===== src/rtl/alu_muldiv_sequencer_pkg.sv =====
// Shared types and constants for the RV32M multiply/divide sequencer.
//   muldiv_op_t    : funct3-ordered M-extension opcodes
//   muldiv_state_t : sequencer FSM states
//   ALU_ADD/SUB/SLTU: ALU control codes, shared with the EX-stage ALU decoder
// Helpers: is_mul() classifies an opcode; pick_result() selects the
// hi or lo half of the {hi,lo} datapath as the architectural result.
package muldiv_pkg;

    localparam int XLEN       = 32;
    localparam int ITER_CNT_W = 6;

    typedef enum logic [2:0] {
        MUL    = 3'd0,
        MULH   = 3'd1,
        MULHSU = 3'd2,
        MULHU  = 3'd3,
        DIV    = 3'd4,
        DIVU   = 3'd5,
        REM    = 3'd6,
        REMU   = 3'd7
    } muldiv_op_t;

    typedef enum logic [2:0] {
        ST_IDLE     = 3'd0,
        ST_MUL_ITER = 3'd1,
        ST_DIV_CMP  = 3'd2,
        ST_DIV_SUB  = 3'd3,
        ST_NEG_IN   = 3'd4,
        ST_NEG_OUT  = 3'd5,
        ST_DONE     = 3'd6
    } muldiv_state_t;

    localparam logic [3:0] ALU_ADD  = 4'b0000;
    localparam logic [3:0] ALU_SUB  = 4'b0001;
    localparam logic [3:0] ALU_SLTU = 4'b1001;

    function automatic logic is_mul(input muldiv_op_t op);
        return op inside {MUL, MULH, MULHSU, MULHU};
    endfunction

    // Multiply: {hi,lo} is the 64-bit product. Divide: lo is the quotient,
    // hi is the remainder.
    function automatic logic [XLEN-1:0] pick_result(input muldiv_op_t op,
                                                    input logic [XLEN-1:0] hi,
                                                    input logic [XLEN-1:0] lo);
        case (op)
            MUL, DIV, DIVU: return lo;
            default:        return hi;
        endcase
    endfunction

endpackage


===== src/rtl/alu_muldiv_sequencer_if.sv =====
// Request/response bus of the multiply/divide sequencer.
//   req_valid/req_ready/req_op/req_a/req_b : request channel
//   resp_valid/resp_ready/resp_data        : response channel
// Handshake: a transfer happens on a rising clk edge where valid && ready.
// Once valid is raised it stays high, with its payload stable, until that
// transfer; ready may change freely and is never allowed to depend on a
// transfer completing in the same cycle.
// master drives requests and consumes responses; slave is the sequencer.
interface alu_muldiv_sequencer_if;
    import muldiv_pkg::*;

    logic             req_valid;
    logic             req_ready;
    muldiv_op_t       req_op;
    logic [XLEN-1:0]  req_a;
    logic [XLEN-1:0]  req_b;
    logic             resp_valid;
    logic             resp_ready;
    logic [XLEN-1:0]  resp_data;

    modport master (
        output req_valid, req_op, req_a, req_b, resp_ready,
        input  req_ready, resp_valid, resp_data
    );

    modport slave (
        input  req_valid, req_op, req_a, req_b, resp_ready,
        output req_ready, resp_valid, resp_data
    );

endinterface


===== src/rtl/alu_muldiv_sequencer.sv =====
// RV32M multiply/divide sequencer that borrows the shared EX-stage ALU.
// Multiply is 32 shift-add steps; unsigned divide is restoring division,
// one compare cycle and one subtract cycle per quotient bit.
// Ports:
//   clk, rst      : clock, synchronous active-high reset
//   flush         : abort the in-flight op, no response
//   bus (slave)   : request/response handshake channels
//   busy          : high outside IDLE, stalls the pipeline
//   alu_sel       : 1 while alu_a/alu_b/alu_ctrl must drive the ALU
//   alu_a/b/ctrl  : ALU operands and opcode
//   alu_result    : combinational ALU result of the same cycle
//   state_dbg     : current FSM state
// Build option: define MULDIV_SIGNED_EN for MULH/MULHSU/DIV/REM support;
// without it those opcodes complete after one cycle with a zero result.
module alu_muldiv_sequencer
    import muldiv_pkg::*;
(
    input  logic                   clk,
    input  logic                   rst,
    input  logic                   flush,
    alu_muldiv_sequencer_if.slave  bus,
    output logic                   busy,
    output logic                   alu_sel,
    output logic [XLEN-1:0]        alu_a,
    output logic [XLEN-1:0]        alu_b,
    output logic [3:0]             alu_ctrl,
    input  logic [XLEN-1:0]        alu_result,
    output muldiv_state_t          state_dbg
);

    muldiv_state_t         state_q, state_d;
    muldiv_op_t            op_q, op_d;
    // hi: upper product / partial remainder. lo: multiplier being shifted
    // out / dividend shifting out while quotient bits shift in.
    logic [XLEN-1:0]       hi_q, hi_d;
    logic [XLEN-1:0]       lo_q, lo_d;
    logic [XLEN-1:0]       b_q, b_d;          // multiplicand or divisor
    logic [ITER_CNT_W-1:0] iter_q, iter_d;
    logic                  lt_q, lt_d;        // shifted remainder < divisor
    logic                  neg_a_q, neg_a_d;  // operand a still needs abs()
    logic                  neg_b_q, neg_b_d;  // operand b still needs abs()
    logic                  neg_res_q, neg_res_d;
    logic [XLEN-1:0]       result_q, result_d;

    logic [XLEN-1:0]       rem_sh;
    logic [XLEN-1:0]       sum;
    logic                  carry;
    muldiv_state_t         work_state;
    muldiv_state_t         finish_state;

`ifdef MULDIV_SIGNED_EN
    logic req_a_neg;
    logic req_b_neg;
    logic req_is_signed_div;
    assign req_a_neg         = bus.req_a[XLEN-1];
    assign req_b_neg         = bus.req_b[XLEN-1] && (bus.req_op != MULHSU);
    assign req_is_signed_div = (bus.req_op == DIV) || (bus.req_op == REM);
`endif

    assign bus.req_ready  = (state_q == ST_IDLE);
    assign bus.resp_valid = (state_q == ST_DONE);
    assign bus.resp_data  = result_q;
    assign busy           = (state_q != ST_IDLE);
    assign state_dbg      = state_q;

    always_comb begin
        state_d   = state_q;
        op_d      = op_q;
        hi_d      = hi_q;
        lo_d      = lo_q;
        b_d       = b_q;
        iter_d    = iter_q;
        lt_d      = lt_q;
        neg_a_d   = neg_a_q;
        neg_b_d   = neg_b_q;
        neg_res_d = neg_res_q;
        result_d  = result_q;
        alu_sel   = 1'b0;
        alu_a     = '0;
        alu_b     = '0;
        alu_ctrl  = ALU_ADD;
        rem_sh    = {hi_q[XLEN-2:0], lo_q[XLEN-1]};
        sum       = hi_q;
        carry     = 1'b0;
        work_state   = is_mul(op_q) ? ST_MUL_ITER : ST_DIV_CMP;
        finish_state = neg_res_q ? ST_NEG_OUT : ST_DONE;

        case (state_q)
            ST_IDLE: begin
                if (bus.req_valid && !flush) begin
                    op_d      = bus.req_op;
                    hi_d      = '0;
                    lo_d      = bus.req_a;
                    b_d       = bus.req_b;
                    iter_d    = '0;
                    lt_d      = 1'b0;
                    neg_a_d   = 1'b0;
                    neg_b_d   = 1'b0;
                    neg_res_d = 1'b0;
                    case (bus.req_op)
                        MUL, MULHU: state_d = ST_MUL_ITER;
                        DIVU, REMU: begin
                            if (bus.req_b == '0) begin
                                state_d  = ST_DONE;
                                result_d = (bus.req_op == DIVU) ? {XLEN{1'b1}} : bus.req_a;
                            end else begin
                                state_d = ST_DIV_CMP;
                            end
                        end
                        default: begin
`ifdef MULDIV_SIGNED_EN
                            if (req_is_signed_div && bus.req_b == '0) begin
                                state_d  = ST_DONE;
                                result_d = (bus.req_op == DIV) ? {XLEN{1'b1}} : bus.req_a;
                            end else if (req_is_signed_div && bus.req_a == 32'h8000_0000
                                         && bus.req_b == {XLEN{1'b1}}) begin
                                // Overflow case: quotient wraps, remainder is zero.
                                state_d  = ST_DONE;
                                result_d = (bus.req_op == DIV) ? 32'h8000_0000 : '0;
                            end else begin
                                neg_a_d   = req_a_neg;
                                neg_b_d   = req_b_neg;
                                // Remainder takes the dividend's sign only.
                                neg_res_d = (bus.req_op == REM) ? req_a_neg
                                                                : (req_a_neg ^ req_b_neg);
                                if (req_a_neg || req_b_neg)
                                    state_d = ST_NEG_IN;
                                else
                                    state_d = is_mul(bus.req_op) ? ST_MUL_ITER : ST_DIV_CMP;
                            end
`else
                            state_d  = ST_DONE;
                            result_d = '0;
`endif
                        end
                    endcase
                end
            end

            ST_NEG_IN: begin
                // 0 - x, one negative operand per cycle, a first.
                alu_sel  = 1'b1;
                alu_ctrl = ALU_SUB;
                if (neg_a_q) begin
                    alu_b   = lo_q;
                    lo_d    = alu_result;
                    neg_a_d = 1'b0;
                    state_d = neg_b_q ? ST_NEG_IN : work_state;
                end else begin
                    alu_b   = b_q;
                    b_d     = alu_result;
                    neg_b_d = 1'b0;
                    state_d = work_state;
                end
            end

            ST_MUL_ITER: begin
                alu_sel  = 1'b1;
                alu_ctrl = ALU_ADD;
                alu_a    = hi_q;
                alu_b    = b_q;
                if (lo_q[0]) begin
                    sum   = alu_result;
                    carry = (alu_result < hi_q);  // wrap-around means carry out
                end
                hi_d   = {carry, sum[XLEN-1:1]};
                lo_d   = {sum[0], lo_q[XLEN-1:1]};
                iter_d = iter_q + 1'b1;
                if (iter_q == ITER_CNT_W'(XLEN - 1)) begin
                    state_d  = finish_state;
                    result_d = pick_result(op_q, hi_d, lo_d);
                end
            end

            ST_DIV_CMP: begin
                // The shifted remainder is 33 bits wide; when its top bit
                // (old rem msb) is set it is certainly >= the divisor.
                alu_sel  = 1'b1;
                alu_ctrl = ALU_SLTU;
                alu_a    = rem_sh;
                alu_b    = b_q;
                lt_d     = alu_result[0] & ~hi_q[XLEN-1];
                hi_d     = rem_sh;
                lo_d     = {lo_q[XLEN-2:0], 1'b0};
                state_d  = ST_DIV_SUB;
            end

            ST_DIV_SUB: begin
                // hi holds the shifted remainder; a 32-bit subtract is exact
                // because the true difference is below the divisor.
                alu_sel  = 1'b1;
                alu_ctrl = ALU_SUB;
                alu_a    = hi_q;
                alu_b    = b_q;
                if (!lt_q) begin
                    hi_d    = alu_result;
                    lo_d[0] = 1'b1;
                end
                iter_d = iter_q + 1'b1;
                if (iter_q == ITER_CNT_W'(XLEN - 1)) begin
                    state_d  = finish_state;
                    result_d = pick_result(op_q, hi_d, lo_d);
                end else begin
                    state_d = ST_DIV_CMP;
                end
            end

            ST_NEG_OUT: begin
                alu_sel = 1'b1;
                if (is_mul(op_q)) begin
                    // High word of -{hi,lo}: ~hi plus the carry out of ~lo + 1.
                    alu_ctrl = ALU_ADD;
                    alu_a    = ~hi_q;
                    alu_b    = {{(XLEN-1){1'b0}}, (lo_q == '0)};
                end else begin
                    alu_ctrl = ALU_SUB;
                    alu_b    = (op_q == DIV) ? lo_q : hi_q;
                end
                result_d = alu_result;
                state_d  = ST_DONE;
            end

            ST_DONE: begin
                if (bus.resp_ready)
                    state_d = ST_IDLE;
            end

            default: state_d = ST_IDLE;
        endcase

        if (flush)
            state_d = ST_IDLE;
    end

    always_ff @(posedge clk) begin
        if (rst) begin
            state_q   <= ST_IDLE;
            op_q      <= MUL;
            hi_q      <= '0;
            lo_q      <= '0;
            b_q       <= '0;
            iter_q    <= '0;
            lt_q      <= 1'b0;
            neg_a_q   <= 1'b0;
            neg_b_q   <= 1'b0;
            neg_res_q <= 1'b0;
            result_q  <= '0;
        end else begin
            state_q   <= state_d;
            op_q      <= op_d;
            hi_q      <= hi_d;
            lo_q      <= lo_d;
            b_q       <= b_d;
            iter_q    <= iter_d;
            lt_q      <= lt_d;
            neg_a_q   <= neg_a_d;
            neg_b_q   <= neg_b_d;
            neg_res_q <= neg_res_d;
            result_q  <= result_d;
        end
    end

endmodule

===== src/flat_wrapper.sv =====
// flat-port wrapper written by rule: the top's interface ports become plain ports
module alu_muldiv_sequencer_flat import muldiv_pkg::*;
  (clk, rst, flush, busy, alu_sel, alu_a, alu_b, alu_ctrl, alu_result, state_dbg, bus_req_valid, bus_req_op, bus_req_a, bus_req_b, bus_resp_ready, bus_req_ready, bus_resp_valid, bus_resp_data);
  alu_muldiv_sequencer_if bus_i ();
  input  logic clk;
  input  logic rst;
  input  logic flush;
  output logic busy;
  output logic alu_sel;
  output logic [XLEN-1:0] alu_a;
  output logic [XLEN-1:0] alu_b;
  output logic [3:0] alu_ctrl;
  input  logic [XLEN-1:0] alu_result;
  output muldiv_state_t state_dbg;
  input wire logic [$bits(bus_i.req_valid)-1:0] bus_req_valid;
  input wire logic [$bits(bus_i.req_op)-1:0] bus_req_op;
  input wire logic [$bits(bus_i.req_a)-1:0] bus_req_a;
  input wire logic [$bits(bus_i.req_b)-1:0] bus_req_b;
  input wire logic [$bits(bus_i.resp_ready)-1:0] bus_resp_ready;
  output wire logic [$bits(bus_i.req_ready)-1:0] bus_req_ready;
  output wire logic [$bits(bus_i.resp_valid)-1:0] bus_resp_valid;
  output wire logic [$bits(bus_i.resp_data)-1:0] bus_resp_data;
  assign bus_i.req_valid = bus_req_valid;
  assign bus_i.req_op = bus_req_op;
  assign bus_i.req_a = bus_req_a;
  assign bus_i.req_b = bus_req_b;
  assign bus_i.resp_ready = bus_resp_ready;
  assign bus_req_ready = bus_i.req_ready;
  assign bus_resp_valid = bus_i.resp_valid;
  assign bus_resp_data = bus_i.resp_data;
  alu_muldiv_sequencer u_core (.clk(clk), .rst(rst), .flush(flush), .bus(bus_i), .busy(busy), .alu_sel(alu_sel), .alu_a(alu_a), .alu_b(alu_b), .alu_ctrl(alu_ctrl), .alu_result(alu_result), .state_dbg(state_dbg));
endmodule

===== config.mk =====
export PLATFORM = sky130hd
export DESIGN_NAME = alu_muldiv_sequencer_flat
export DESIGN_NICKNAME = d
export VERILOG_FILES = /design/src/rtl/alu_muldiv_sequencer_pkg.sv /design/src/rtl/alu_muldiv_sequencer_if.sv /design/src/rtl/alu_muldiv_sequencer.sv /design/src/flat_wrapper.sv
export SDC_FILE = /design/constraint.sdc
export NUM_CORES = 1
export LEC_CHECK = 0
export ABC_AREA = 1
export CORE_ASPECT_RATIO = 0.7
export CORE_UTILIZATION = 50
export CTS_CLUSTER_DIAMETER = 60
export CTS_CLUSTER_SIZE = 14
export DETAILED_ROUTE_END_ITERATION = 8
export PLACE_DENSITY = 0.89
export SETUP_SLACK_MARGIN = 0.4
export SLEW_MARGIN = 0
export SYNTH_ARGS = -nofsm -noshare
export SYNTH_HDL_FRONTEND = slang
export SYNTH_SLANG_ARGS = --single-unit

===== constraint.sdc =====
create_clock -name clk -period 4.49 [get_ports clk]
set_input_delay 0.898 -clock clk [delete_from_list [all_inputs] [get_ports clk]]
set_output_delay 0.898 -clock clk [all_outputs]
set_load 0.02 [all_outputs]

==> results.yml <==
layout:
  n_antenna_cell: 0
  fill_cells: 1855
  syn2layout_area_growth_pct: 27.1
  final_layout_size_suffix_gt1_frac: 0.0483
  layout.nets: 1967
die:
  core.rowCount: 43
  design.core.area_mm2: 0.0200
  ios: 211
  chipWidth_um: 174
  dieHeight_um: 122
  initial_core_util: 0.517
  dieArea_mm2: 0.0213
pwr:
  power_density_mw_per_mm2: 297
  clockPowerShare: 0.381
  p_sw_frac: 0.375
  static-leakage-power_nw: 5.06
  internal_power_mw: 2.44
  power_frac_seq: 0.353
  vdd_drop_max_mv: 0.229
  p_switching_mw: 1.47
  p_comb_frac: 0.266
logic_synthesis:
  syn_area_mm2: 0.0103
  yosysTopAreaCellShare: 0.273
  ys_seq_elements: 141
  synth_cells: 1691
  ys_warn_count: 0
  synthSimpleGateAreaFrac: 0.295
  synth_edf_count: 0
  async_flop_share: 0
  synthMuxAreaShare: 0
  ys.flop_type: "dfxtp_1"
  synth_cell_types: 39
  synth_top_family_by_area: "simple AND/OR/NAND/NOR gates"
  synthXorXnorAreaFrac: 0
  yosysTopAreaCell: "dfxtp_1"
  ys_top_cells_by_area: "dfxtp_1 (27%), nand2_1 (17%), o21ai_0 (7.4%)"
  yosysSeqAreaShare: 0.273
  synthAdderAreaFrac: 0.0387
  synth_compound_area_frac: 0.290
  synth_area_per_cell_um2: 6.12
sta:
  slew_viol_final: 0
  grt_setup_unrepaired: "false"
  setup_ws_ns: 0.448
  final-setup-viol-count: 0
  worst_pin_slew_ns: 1.11
  period_needed_ns: 4.04
  fmax_ghz: 0.247
  fin_skew_ns: 0.0119
  hold_violations: 0
  relSlewSlack: 0.261
  min_period_over_period: 0.900
  totalNegativeSetupSlack_ns: 0
detailed_routing:
  drt-initial-drc-count: 2218
  ant_nets: 0
  vias: 13592
  drtPass1Iterations: 6
  wl_per_cell_um: 22.2
  viasPerCell: 6.43
  drt-total-wl_um: 46900
  drc_errors: 0
setup_path:
  slowest_delay_ns: 0.68
  cp.required_ns: 3.59
  path_cells: "inv_2, nand3_1, inv_1, buf_4, nand2_1, o211ai_1, clkdlybuf4s50_1"
  worst_path_max_delay_cell: "clkdlybuf4s50_1"
  worstSetupPathType: "reg -> out"
  path_max_fanout: 23
  cp-end-kind: "primary output"
  start_kind: "flip-flop"
  crit_arrival_ns: 3.14
clocking:
  path_clk_slew_ns: 0.07
  cts_made_buffers: 17
  clockRootBuffer: "clkbuf_16"
  insertion_delay_ns: 0.45
  cts_tree: "done"
  hold_buffers: 0
  cts.htree.levels: 4
  clockBufferDepth: 2
  cts_sinks: 141
global_routing:
  grt_max_degree: 70
  grt_overflow: 0
  antenna_found_initial: 1
  grt_pass1_vias: 12387
  grt_pass1_wl_um: 71500
  grtUsageTotal: 0.438
placement:
  routabilityCongestion: 1.06
  dp_hpwl_um: 33700
  port_buffers: 208
  pre_cts_slack_ns: 0.820
min_path:
  min_path_type: "reg -> reg"
flow_run:
  cap_violations: 0
run_status:
  outcome: "finished clean"
## critical path: cells and delay by family, from the launching register on
family	cells	cell delay, ns
buffers and inverters	4	1.85
AOI/OAI and AO/OA	1	0.21
and+or+nand+nor	2	0.23
DFF	1	0.41
## per-layer routing
metal  routed length [um]  GRT usage  share of wire  up-vias
li1                     -          -              -     6079
met1                18600      0.566           0.40     6160
met2                19600      0.664           0.42     1134
met3                 5600     0.0985           0.12      217
met4                 3090      0.275          0.066        2
met5                   29          0        0.00062        -
## power by group through the flow
| stage | Clock (mW) | Combinational (mW) | Sequential (mW) |
|---|---|---|---|
| after global routing | 1.54 | 1.11 | 1.38 |
| after floorplan | 0 | 0.575 | 1.40 |
| after global placement | 0 | 0.980 | 1.40 |
| after CTS | 1.48 | 0.993 | 1.37 |
| final | 1.49 | 1.04 | 1.38 |
| after detailed placement | 0 | 0.985 | 1.40 |
## cell usage after synthesis (2+ instances only)
library cell and number:
a211oi_1 3, a21oi_1 131, a221oi_1 6, a22oi_1 2, a31oi_1 27, buf_1 6, buf_2 13, buf_4 2
clkbuf_1 96, clkinv_1 3, dfxtp_1 141, ha_1 32, inv_1 147, inv_2 11, nand2_1 470, nand2_2 3
nand3_1 101, nand4_1 23, nor2_1 142, nor2_2 2, nor3_1 3, nor4_1 3, o2111ai_1 24, o211ai_1 51
o21ai_0 153, o221ai_1 33, o22ai_1 2, o31ai_1 50
## state kept, by name (all words and copies together) (netlist names)
| signal | cells |
|---|---|
| u_core.lt_q | 1 |
| u_core.lo_q | 32 |
| u_core.hi_q | 32 |
| u_core.bus.resp_data | 32 |
| u_core.b_q | 32 |
| u_core.state_dbg | 3 |
| u_core.op_q | 3 |
| u_core.iter_q | 6 |
## through the flow
step / cell area, um2 / utilization / hold slack (ns) / instances / power [mW]
2_1_floorplan: 10300 / - / 0.444 / 1692 / 1.97
3_3_place_gp: 12500 / 0.627 / 0.448 / 2082 / 2.38
3_5_place_dp: 12500 / 0.627 / 0.451 / 2082 / 2.39
4_1_cts: 13100 / 0.656 / 0.462 / 2114 / 3.85
5_1_grt: 13100 / 0.657 / 0.474 / 2114 / 4.04
6_report: 13100 / 0.657 / 0.458 / 2114 / 3.91
## cell families (layout without fill, tap and decap cells)
family	Yosys count	after routing
DFF	141	141
buffers and inverters	278	430
other	1	2
AOI/OAI and AO/OA	487	487
and+or+nand+nor	752	752
adders and majority gates	32	32
## timing repair
item	in CTS	in global routing
endpoints found under the setup margin	3	3
gates resized for setup	1	2
buffers inserted	0	0
gates cloned	0	0
## layout by cell type, fill, tap and decap left out, types with 49 or more instances in the layout
master             n
inv_1            147
dfxtp_1          141
o211ai_1          51
clkdlybuf4s50_1  207
nand2_1          470
nor2_1           138
o21ai_0          153
a21oi_1          131
o31ai_1           49
nand3_1          101
## path summary, 6_finish.rpt
kind,start,depth (start not counted),endpoint,slack [ns]
setup reg to reg,u_core.state_dbg[2]$_SDFFE_PP0P_,11,u_core.bus.resp_data[8]$_SDFFE_PP0P_,1.74
setup / recovery,u_core.state_dbg[2]$_SDFFE_PP0P_,7,alu_a[20],0.45
hold / removal,u_core.bus.resp_data[21]$_SDFFE_PP0P_,2,u_core.bus.resp_data[21]$_SDFFE_PP0P_,0.46
hold reg to reg,u_core.bus.resp_data[21]$_SDFFE_PP0P_,2,u_core.bus.resp_data[21]$_SDFFE_PP0P_,0.46
## layout make-up
class / count / area (um2) / share of cell area
tap: 270 / 338 / 0.0257
multi-input combinational: 1273 / 6480 / 0.493
inverter: 161 / 604 / 0.0460
sequential: 141 / 2820 / 0.215
clock inverter: 15 / 168 / 0.0128
timing repair buffer: 237 / 2300 / 0.175
clock buffer: 17 / 425 / 0.0324
Power figures use the tool's default switching activity.
